File: config.mk
export PLATFORM = sky130hd
export DESIGN_NAME = control_sequencer
export DESIGN_NICKNAME = d
export VERILOG_FILES = /design/src/rtl/cpu_ctrl_pkg.sv /design/src/rtl/reg_select_decoder.sv /design/src/rtl/control_sequencer.sv
export SDC_FILE = /design/constraint.sdc
export NUM_CORES = 1
export LEC_CHECK = 0
export ABC_AREA = 1
export BUFFER_PORTS_ARGS = -buffer_cell sky130_fd_sc_hd__buf_4
export CORE_UTILIZATION = 48
export CTS_CLUSTER_SIZE = 12
export DETAILED_ROUTE_END_ITERATION = 7
export PLACE_DENSITY_LB_ADDON = 0.25
export SYNTH_ARGS = -nofsm -noshare
export SYNTH_HDL_FRONTEND = slang
export SYNTH_SLANG_ARGS = --single-unit
File: constraint.sdc
create_clock -name clk -period 2.95 [get_ports clk]
set_input_delay 0.1475 -clock clk [delete_from_list [all_inputs] [get_ports clk]]
set_output_delay 0.1475 -clock clk [all_outputs]
set_load 0.005 [all_outputs]
File: src/rtl/cpu_ctrl_pkg.sv
// Shared definitions for the hardwired control sequencer: IR field layout,
// opcode map, FSM state encoding and opcode classification helpers.
package cpu_ctrl_pkg;

  localparam int unsigned IR_W     = 32;
  localparam int unsigned OP_W     = 5;
  localparam int unsigned REG_W    = 4;
  localparam int unsigned NUM_REGS = 16;
  localparam int unsigned STATE_W  = 4;
  localparam int unsigned STEP_W   = 3;

  // IR field positions (LSB of each field)
  localparam int unsigned IR_OP_LSB = 27;
  localparam int unsigned IR_RA_LSB = 23;
  localparam int unsigned IR_RB_LSB = 19;
  localparam int unsigned IR_RC_LSB = 15;

  // Opcode map
  localparam logic [OP_W-1:0] OP_LD   = 5'b00000;
  localparam logic [OP_W-1:0] OP_ST   = 5'b00010;
  localparam logic [OP_W-1:0] OP_ADD  = 5'b00011;
  localparam logic [OP_W-1:0] OP_SUB  = 5'b00100;
  localparam logic [OP_W-1:0] OP_AND  = 5'b00101;
  localparam logic [OP_W-1:0] OP_OR   = 5'b00110;
  localparam logic [OP_W-1:0] OP_ROR  = 5'b00111;
  localparam logic [OP_W-1:0] OP_ROL  = 5'b01000;
  localparam logic [OP_W-1:0] OP_SHR  = 5'b01001;
  localparam logic [OP_W-1:0] OP_SHL  = 5'b01010;
  localparam logic [OP_W-1:0] OP_ADDI = 5'b01100;
  localparam logic [OP_W-1:0] OP_ANDI = 5'b01101;
  localparam logic [OP_W-1:0] OP_ORI  = 5'b01110;
  localparam logic [OP_W-1:0] OP_MUL  = 5'b01111;
  localparam logic [OP_W-1:0] OP_DIV  = 5'b10000;
  localparam logic [OP_W-1:0] OP_MFHI = 5'b10111;
  localparam logic [OP_W-1:0] OP_MFLO = 5'b11000;
  localparam logic [OP_W-1:0] OP_NOP  = 5'b11010;
  localparam logic [OP_W-1:0] OP_HALT = 5'b11011;

  // ALU code used for effective-address calculation
  localparam logic [OP_W-1:0] ALU_ADD = OP_ADD;

  // FSM state encoding; F0..E4 are contiguous so "running" is a range test
  localparam logic [STATE_W-1:0] ST_RST  = 4'd0;
  localparam logic [STATE_W-1:0] ST_F0   = 4'd1;
  localparam logic [STATE_W-1:0] ST_F1   = 4'd2;
  localparam logic [STATE_W-1:0] ST_F2   = 4'd3;
  localparam logic [STATE_W-1:0] ST_F3   = 4'd4;
  localparam logic [STATE_W-1:0] ST_E0   = 4'd5;
  localparam logic [STATE_W-1:0] ST_E1   = 4'd6;
  localparam logic [STATE_W-1:0] ST_E2   = 4'd7;
  localparam logic [STATE_W-1:0] ST_E3   = 4'd8;
  localparam logic [STATE_W-1:0] ST_E4   = 4'd9;
  localparam logic [STATE_W-1:0] ST_HALT = 4'd10;

  // Decoded IR fields
  typedef struct packed {
    logic [OP_W-1:0]  op;
    logic [REG_W-1:0] ra;
    logic [REG_W-1:0] rb;
    logic [REG_W-1:0] rc;
  } ir_fields_t;

  // Instruction families sharing one execute sequence
  typedef enum logic [3:0] {
    CLS_RTYPE,
    CLS_IMM,
    CLS_LD,
    CLS_ST,
    CLS_MULDIV,
    CLS_MFHI,
    CLS_MFLO,
    CLS_NOP,
    CLS_HALT,
    CLS_ILLEGAL
  } op_class_e;

  function automatic op_class_e classify(input logic [OP_W-1:0] op);
    op_class_e cls;
    case (op)
      OP_ADD, OP_SUB, OP_AND, OP_OR,
      OP_ROR, OP_ROL, OP_SHR, OP_SHL: cls = CLS_RTYPE;
      OP_ADDI, OP_ANDI, OP_ORI:       cls = CLS_IMM;
      OP_LD:                          cls = CLS_LD;
      OP_ST:                          cls = CLS_ST;
      OP_MUL, OP_DIV:                 cls = CLS_MULDIV;
      OP_MFHI:                        cls = CLS_MFHI;
      OP_MFLO:                        cls = CLS_MFLO;
      OP_NOP:                         cls = CLS_NOP;
      OP_HALT:                        cls = CLS_HALT;
      default:                        cls = CLS_ILLEGAL;
    endcase
    return cls;
  endfunction

  // Index of the final execute step (E0 = 0) for each family
  function automatic logic [STEP_W-1:0] last_exec_step(input op_class_e cls);
    logic [STEP_W-1:0] last;
    case (cls)
      CLS_RTYPE, CLS_IMM: last = 3'd2;
      CLS_LD, CLS_ST:     last = 3'd4;
      CLS_MULDIV:         last = 3'd3;
      default:            last = 3'd0;
    endcase
    return last;
  endfunction

endpackage

File: src/rtl/reg_select_decoder.sv
// Register-select decoder: 4-bit register field plus enable to a one-hot
// 16-bit select. All zeros when disabled.
//   sel    : register number
//   en     : produce a select this cycle
//   onehot : bit n set selects Rn
module reg_select_decoder
  import cpu_ctrl_pkg::*;
(
  input  logic [REG_W-1:0]    sel,
  input  logic                en,
  output logic [NUM_REGS-1:0] onehot
);

  always_comb begin
    onehot = '0;
    if (en) onehot[sel] = 1'b1;
  end

endmodule

File: src/rtl/control_sequencer.sv
// Hardwired control sequencer: steps fetch (F0-F3) and execute (E0-E4) one
// control step per clock, Moore-decoding every datapath strobe from the state
// register and the IR. Memory steps stall on mem_rdy, with an optional
// timeout that halts and raises a sticky bus error.
//   clk, clr   : clock, asynchronous active-low reset
//   ir         : instruction register contents (valid from E0)
//   mem_rdy    : current Read/Write completes this cycle
//   rin, rout  : one-hot register write enable / bus drive
//   PCin..Write: datapath strobes
//   alu_op     : ALU operation
//   run        : high while sequencing
//   bus_err    : sticky memory timeout
//   illegal_op : sticky undecodable opcode
module control_sequencer
  import cpu_ctrl_pkg::*;
#(
  parameter int unsigned WAIT_LIMIT = 0,
  parameter int unsigned WAIT_W     = 8
) (
  input  logic                clk,
  input  logic                clr,
  input  logic [IR_W-1:0]     ir,
  input  logic                mem_rdy,
  output logic [NUM_REGS-1:0] rin,
  output logic [NUM_REGS-1:0] rout,
  output logic                PCin,
  output logic                PCout,
  output logic                IRin,
  output logic                Yin,
  output logic                Zin,
  output logic                MARin,
  output logic                MDRin,
  output logic                MDRout,
  output logic                HIin,
  output logic                HIout,
  output logic                LOin,
  output logic                LOout,
  output logic                Zhighout,
  output logic                Zlowout,
  output logic                IncPC,
  output logic                Cout,
  output logic                Read,
  output logic                Write,
  output logic [OP_W-1:0]     alu_op,
  output logic                run,
  output logic                bus_err,
  output logic                illegal_op
);

  // A wait step with mem_rdy low in this cycle is the last one allowed
  localparam bit                WAIT_BOUNDED = (WAIT_LIMIT != 0);
  localparam logic [WAIT_W-1:0] WAIT_LAST    = WAIT_W'(WAIT_LIMIT - 1);

  logic [STATE_W-1:0] state_q, state_d, step_next;
  logic [WAIT_W-1:0]  wait_q, wait_d;
  logic               bus_err_q, illegal_q;
  logic               bus_err_set, illegal_set;
  logic               mem_wait, wait_expired;
  logic               rin_en, rout_en;
  logic [REG_W-1:0]   rin_sel, rout_sel;
  ir_fields_t         fld;
  op_class_e          cls;
  logic [STEP_W-1:0]  last_step;
  logic               unused_ir;

  // IR field extraction and instruction family lookup
  assign fld       = {ir[IR_OP_LSB +: OP_W], ir[IR_RA_LSB +: REG_W],
                      ir[IR_RB_LSB +: REG_W], ir[IR_RC_LSB +: REG_W]};
  assign unused_ir = ^ir[IR_RC_LSB-1:0];
  assign cls       = classify(fld.op);
  assign last_step = last_exec_step(cls);

  assign wait_expired = WAIT_BOUNDED && (wait_q == WAIT_LAST);
  assign bus_err      = bus_err_q;
  assign illegal_op   = illegal_q;

  // State, wait counter and sticky flags
  always_ff @(posedge clk or negedge clr) begin
    if (!clr) begin
      state_q   <= ST_RST;
      wait_q    <= '0;
      bus_err_q <= 1'b0;
      illegal_q <= 1'b0;
    end else begin
      state_q <= state_d;
      wait_q  <= wait_d;
      if (bus_err_set) bus_err_q <= 1'b1;
      if (illegal_set) illegal_q <= 1'b1;
    end
  end

  // Next-state and Moore strobe decode
  always_comb begin
    state_d     = state_q;
    step_next   = state_q;
    wait_d      = wait_q;
    mem_wait    = 1'b0;
    bus_err_set = 1'b0;
    illegal_set = 1'b0;
    rin_en      = 1'b0;
    rout_en     = 1'b0;
    rin_sel     = fld.ra;
    rout_sel    = fld.rb;
    PCin        = 1'b0;
    PCout       = 1'b0;
    IRin        = 1'b0;
    Yin         = 1'b0;
    Zin         = 1'b0;
    MARin       = 1'b0;
    MDRin       = 1'b0;
    MDRout      = 1'b0;
    HIin        = 1'b0;
    HIout       = 1'b0;
    LOin        = 1'b0;
    LOout       = 1'b0;
    Zhighout    = 1'b0;
    Zlowout     = 1'b0;
    IncPC       = 1'b0;
    Cout        = 1'b0;
    Read        = 1'b0;
    Write       = 1'b0;
    alu_op      = '0;
    run         = (state_q >= ST_F0) && (state_q <= ST_E4);

    case (state_q)
      ST_RST: step_next = ST_F0;

      ST_F0: begin
        PCout     = 1'b1;
        MARin     = 1'b1;
        IncPC     = 1'b1;
        Zin       = 1'b1;
        step_next = ST_F1;
      end

      ST_F1: begin
        Zlowout   = 1'b1;
        PCin      = 1'b1;
        step_next = ST_F2;
      end

      ST_F2: begin
        Read      = 1'b1;
        MDRin     = 1'b1;
        mem_wait  = 1'b1;
        step_next = ST_F3;
      end

      ST_F3: begin
        MDRout    = 1'b1;
        IRin      = 1'b1;
        step_next = ST_E0;
      end

      ST_E0: begin
        case (cls)
          CLS_RTYPE, CLS_IMM, CLS_LD, CLS_ST: begin
            rout_en = 1'b1;
            Yin     = 1'b1;
          end
          CLS_MULDIV: begin
            rout_en  = 1'b1;
            rout_sel = fld.ra;
            Yin      = 1'b1;
          end
          CLS_MFHI: begin
            HIout  = 1'b1;
            rin_en = 1'b1;
          end
          CLS_MFLO: begin
            LOout  = 1'b1;
            rin_en = 1'b1;
          end
          CLS_ILLEGAL: illegal_set = 1'b1;
          default: ;
        endcase
        if (cls == CLS_HALT || cls == CLS_ILLEGAL) step_next = ST_HALT;
        else if (last_step == 3'd0)                step_next = ST_F0;
        else                                       step_next = ST_E1;
      end

      ST_E1: begin
        Zin = 1'b1;
        case (cls)
          CLS_RTYPE: begin
            rout_en  = 1'b1;
            rout_sel = fld.rc;
            alu_op   = fld.op;
          end
          CLS_IMM: begin
            Cout   = 1'b1;
            alu_op = fld.op;
          end
          CLS_LD, CLS_ST: begin
            Cout   = 1'b1;
            alu_op = ALU_ADD;
          end
          CLS_MULDIV: begin
            rout_en = 1'b1;
            alu_op  = fld.op;
          end
          default: Zin = 1'b0;
        endcase
        step_next = ST_E2;
      end

      ST_E2: begin
        Zlowout = 1'b1;
        case (cls)
          CLS_RTYPE, CLS_IMM: rin_en  = 1'b1;
          CLS_LD, CLS_ST:     MARin   = 1'b1;
          CLS_MULDIV:         LOin    = 1'b1;
          default:            Zlowout = 1'b0;
        endcase
        step_next = (last_step == 3'd2) ? ST_F0 : ST_E3;
      end

      ST_E3: begin
        case (cls)
          CLS_LD: begin
            Read     = 1'b1;
            MDRin    = 1'b1;
            mem_wait = 1'b1;
          end
          CLS_ST: begin
            rout_en  = 1'b1;
            rout_sel = fld.ra;
            MDRin    = 1'b1;
          end
          CLS_MULDIV: begin
            Zhighout = 1'b1;
            HIin     = 1'b1;
          end
          default: ;
        endcase
        step_next = (last_step == 3'd3) ? ST_F0 : ST_E4;
      end

      ST_E4: begin
        case (cls)
          CLS_LD: begin
            MDRout = 1'b1;
            rin_en = 1'b1;
          end
          CLS_ST: begin
            Write    = 1'b1;
            mem_wait = 1'b1;
          end
          default: ;
        endcase
        step_next = ST_F0;
      end

      ST_HALT: step_next = ST_HALT;

      default: step_next = ST_HALT;
    endcase

    // Memory steps hold until mem_rdy; a bounded wait that runs out halts
    if (mem_wait && !mem_rdy) begin
      if (wait_expired) begin
        state_d     = ST_HALT;
        wait_d      = '0;
        bus_err_set = 1'b1;
      end else begin
        wait_d = wait_q + WAIT_W'(1);
      end
    end else begin
      state_d = step_next;
      wait_d  = '0;
    end
  end

  reg_select_decoder u_rin_dec (
    .sel    (rin_sel),
    .en     (rin_en),
    .onehot (rin)
  );

  reg_select_decoder u_rout_dec (
    .sel    (rout_sel),
    .en     (rout_en),
    .onehot (rout)
  );

endmodule

==> impl_metrics.toml, run 1 <==
[synthesis]
yosys_warnings = 0
synthTopCellsByArea = "nand2_1, nor2_1, inv_1, nand3_1, dfrtp_1"
synth.net_count = 318
synth-edff-count = 0
syn_area_per_cell_um2 = 5.60
post-synth-top-area-fraction_pct = 14.5
synthCells = 277
synth-async-reset-ratio_pct = 100
yosysTopAreaCell = "nand2_1"
ys.flop_type = "dfrtp_1"
seq_area_frac_synth_pct = 8.06
synthesis.area_um2 = 1550
synthDistinctLibCells = 35
ys_seq_elements = 5

[setup_path]
cp.arrival_ns = 2.40
crit_required_ns = 2.80
worst-r2r-cell-count = 8
critical_path.top_delay_family = "simple AND/OR/NAND/NOR gates"
crit_top_cell = "nor2_1"
reg2reg_from = "state_q[1]"
crit_slowest_cell = "dfrtp_1"
critPathLaunchType = "flip-flop"
rrSetupSlack_ns = 1.26
reg2reg_to = "state_q[3]"
cp_num_buf_inv = 4
crit_fanout = 6
cp_cell_sequence = "nor2_1 > inv_1 > nor2_2 > inv_1 > nor2_1 > inv_1 > nor2_1 > nor2_1 > nand2_2 > nand3_1 > nor3_1 > buf_4"
endpoint_kind = "output port"
critPathKind = "flip-flop to output port"
max_stage_delay_ns = 0.43

[routing]
drc = 0
wl_um = 4210
drt_first_pass_iters = 5
drtIter0Drc = 110
via_count = 1970
post_drt_wl_per_cell_um = 10.6
ant_nets = 0
vias_per_cell = 4.95

[timing]
fin_crit_sh_pct = 86.5
period_needed_ns = 2.55
max_freq_ghz = 0.392
slew_viol_final = 0
tns_ns = 0
finalSetupViolCount = 0
timing.final.ws_setup_ns = 0.399
fin_hold_ws_ns = 0.263
hold_violations = 0
fin_worst_skew_ns = 0.000504
rsz0062_at_grt = "no"

[placement]
place_inst = 393
dpl_cell_area_um2 = 2140
portBuffers = 76
dp_hpwl_um = 3520
gp_congestion = 0.890
place_ws_ns = 0.519

[final_layout]
regArea_um2 = 125
area_growth_pct = 40.5
layout.nets = 396
final_cell_mix = "buf_4, nand2_1, nor2_1"
multi_input_area_um2 = 1200
fin_util_pct = 71.4
layout-drive-gt1-share_pct = 36.2
design_area_um2 = 2180
final_common_cell = "buf_4"
antenna_cells = 0
layoutNonFillerInstCount = 398
fillCellCount = 295

[power]
p_switching_mw = 0.460
cellPowerDensity_nw_per_um2 = 405
p_clk_share_pct = 9.1
swShare_pct = 52.1
total_power_mw = 0.883
comb_power_share_pct = 75.4
seq_power_share_pct = 15.5
ir_drop_mv = 0.240
intPower_mw = 0.423
p_leak_nw = 1.24

[grt]
grt_pass1_wl_um = 6910
grt_pass1_vias = 1662
antenna_found_initial = 0
grt-ovfl-total = 0
grt_use_total_pct = 24.9
grt_max_degree = 15

[clock_tree]
root_buffer = "clkbuf_4"
cts_tree = "yes"
clkLatencyLatePin_ns = 0.24
clk_pin_slew_worst_paths_ns = 0.04
cts_buffer_depth = 2
h-tree-depth = 1
cts.sinks = 5
cts_buffers = 3

[floorplanning]
rows = 20
die_y_um = 58.9
dieArea_um2 = 3460
initial_core_util_pct = 50.8
fp.coreArea_um2 = 3050
die_w_um = 58.9
io_pins = 93

[flow_run]
maxCapViolCount = 0

[outcome]
outcome = "complete, no violations"

[hold_path]
worstHoldPathType = "primary input to async pin"
==> power by group through the flow <==
stage	clock, mW	sequential (mW)	combinational (mW)
global route	0.0861	0.140	0.747
detailed placement	0	0.137	0.658
CTS	0.0815	0.136	0.661
finish	0.0804	0.137	0.666
global placement	0	0.136	0.649
floorplan	0	0.130	0.448
==> synth_stat cells, types with 3 or more instances <==
master    n
a21oi_1   3
buf_4     3
dfrtp_1   5
ha_1      6
inv_1    41
inv_2     7
nand2_1  60
nand2_2  16
nand2_4   3
nand3_1  28
nand3_2   4
nand4_2   3
nor2_1   51
nor2_2    6
nor3_1    9
o21ai_0   9
==> how the worst max path moves through the flow <==
stage | slack, ns | from | endpoint | depth (start not counted)
final | 0.40 | state_q[3] | rin[15] | 12
after global routing | 0.08 | state_q[3] | rin[3] | 12
after CTS | 0.40 | state_q[3] | rin[3] | 12
after detailed placement | 0.52 | ir[27] | rout[5] | 16
after global placement | 0.57 | ir[27] | rout[5] | 13
after floorplan | 1.01 | ir[27] | rout[0] | 16
==> area by class of cell <==
type | count | area share, %
flip-flops and latches | 5 | 5.74
well taps | 44 | 2.53
clock buffers | 4 | 1.21
multi-input cells | 218 | 55.2
repair buffers | 77 | 26.6
inverters | 50 | 8.73
==> worst register-to-register path: stages (launching register included) <==
cell	delay, ns
dfrtp_1	0.43
nor2_1	0.14
inv_1	0.09
nor2_2	0.28
nand3_1	0.15
nand3_1	0.09
nand2_1	0.14
o21ai_0	0.11
o21ai_0	0.12
==> sequential cells by signal, indices dropped and copies added (netlist names) <==
| register | cells |
|---|---|
| state_q | 4 |
| illegal_op | 1 |
==> per-layer routing <==
layer,global-route usage [%],share of wire (%),up-vias
met4,3.40,0,0
li1,-,-,1029
met1,33.9,46,883
met3,1.98,4.1,0
met5,0,0,-
met2,43.7,50,58
==> cells by family after synthesis <==
group,synth area share (%)
simple gates,62.7
fa+ha+maj,4.84
compound gates,9.68
buf+inv,14.4
other cells,0.242
flops,8.06
==> repair_timing <==
action,4_1_cts,5_1_grt
setup buffers,0,0
gates resized for setup,0,0
setup endpoints to repair,0,0
hold buffers,1,0
endpoints found under the hold margin,5,0
No activity file was read; power rests on OpenSTA's default activity.
==> run 2: changes to the inputs <==
Settings changed: CAP_MARGIN set to 25, CORE_UTILIZATION 48 to 25.
==> impl_metrics.toml, run 2 (same netlist as run 1, synthesis figures left out) <==
[clock_tree]
cts_buffer_depth = 2
h-tree-depth = 1
clk_pin_slew_worst_paths_ns = 0.03
cts_tree = "yes"
post_cts_buffers = 0
root_buffer = "clkbuf_8"
clkLatencyLatePin_ns = 0.22
cts_buffers = 3
cts.sinks = 5

[outcome]
outcome = "complete, no violations"

[routing]
vias_per_cell = 4.46
via_count = 1913
drtIter0Drc = 105
wl_um = 4900
post_drt_wl_per_cell_um = 11.4
ant_nets = 0
drt_first_pass_iters = 4
drc = 0

[timing]
period_needed_ns = 2.53
slew_viol_final = 0
hold_violations = 0
tns_ns = 0
finalSetupViolCount = 0
fin_worst_skew_ns = 0.000773
fin_crit_sh_pct = 85.8
max_freq_ghz = 0.395
rsz0062_at_grt = "no"

[setup_path]
critPathLaunchType = "flip-flop"
critPathKind = "flip-flop to output port"
cp.arrival_ns = 2.38
endpoint_kind = "output port"
crit_required_ns = 2.80
crit_fanout = 6

[power]
p_leak_nw = 1.24
cellPowerDensity_nw_per_um2 = 422
ir_drop_mv = 0.363

[final_layout]
largest_reg_flops = 4
fin_util_pct = 37.6
layout.nets = 396
final_common_cell = "buf_4"
top_register = "state_q"
final_cell_mix = "buf_4, nand2_1, nor2_1"
antenna_cells = 0
design_area_um2 = 2240
layoutNonFillerInstCount = 429
area_growth_pct = 44.2
layout-drive-gt1-share_pct = 36.2

[floorplanning]
die_y_um = 80.8
initial_core_util_pct = 26.1
dieArea_um2 = 6520
io_pins = 93
die_w_um = 80.8
fp.coreArea_um2 = 5960
rows = 28

[placement]
gp_congestion = 0.884
dpl_cell_area_um2 = 2180
dp_hpwl_um = 4100
portBuffers = 76
place_inst = 424

[flow_run]
maxCapViolCount = 0

[grt]
grt-ovfl-total = 0
grt_max_degree = 15
antenna_found_initial = 0
grt_pass1_vias = 1790
grt_pass1_wl_um = 7940
grt_use_total_pct = 15.3

[hold_path]
worstHoldPathType = "primary input to async pin"
==> run 2: cell count changes in the layout (fill, tap and decap cells not counted) <==
cell,change
clkbuf_4,-3
clkbuf_8,+3
==> run 2: area by class of cell <==
type | count | area [um^2]
Multi-Input combinational cell | 218 | 1200
Fill cell | 670 | 3720
Sequential cell | 5 | 125
Clock buffer | 4 | 45.0
Timing Repair Buffer | 77 | 581
Inverter | 50 | 190
Tap cell | 75 | 93.8
==> run 2: critical path, cell delays in order (launching register included) <==
cell	delay [ns]
dfrtp_1	0.42
nor2_1	0.16
inv_1	0.11
nor2_2	0.30
inv_1	0.13
nor2_1	0.16
inv_1	0.08
nor3_2	0.17
nor2_1	0.08
nand2_2	0.10
nand3_1	0.14
nor3_1	0.17
buf_4	0.14
==> run 2: layer usage <==
metal	share of wire (%)	vias up	wire, um	global-route usage, %
li1	-	1027	-	-
met1	48	836	2370	20.2
met2	47	47	2300	27.1
met3	4.1	3	200	0.899
met4	0.63	0	31	3.57
met5	0	-	0	0
==> run 2: repair_timing <==
action / CTS / global route
hold buffers: 1 / 0
endpoints found under the hold margin: 5 / 0
resized for setup: 0 / 0
==> run 2: worst paths after layout <==
check | from | endpoint | slack (ns) | cells past startpoint
max in group asynchronous | clr | illegal_op | 2.59 | 2
worst min register to register | illegal_op | illegal_op | 0.49 | 1
worst min-delay path | clr | state_q[2] | 0.25 | 2
worst max-delay path | state_q[3] | rin[15] | 0.42 | 12
min in group clk | mem_rdy | state_q[3] | 0.36 | 4
worst max register to register | state_q[2] | state_q[1] | 1.16 | 8
==> run 2: through the flow <==
| stage | hold slack, ns | power, mW | worst slack, ns |
|---|---|---|---|
| 2_1_floorplan | -0.148 | 0.578 | 1.01 |
| 3_3_place_gp | -0.0498 | 0.819 | 0.497 |
| 3_5_place_dp | -0.0500 | 0.821 | 0.467 |
| 4_1_cts | 0.251 | 0.955 | 0.412 |
| 5_1_grt | 0.263 | 1.05 | 0.0709 |
| 6_report | 0.255 | 0.945 | 0.419 |
==> run 2: where the power goes <==
| part | switching (mW) | total [mW] | leakage, nW | internal (mW) |
|---|---|---|---|---|
| registers | 0.0366 | 0.138 | 0.0620 | 0.101 |
| logic | 0.412 | 0.683 | 1.16 | 0.271 |
| clock network | 0.0320 | 0.125 | 0.0228 | 0.0926 |
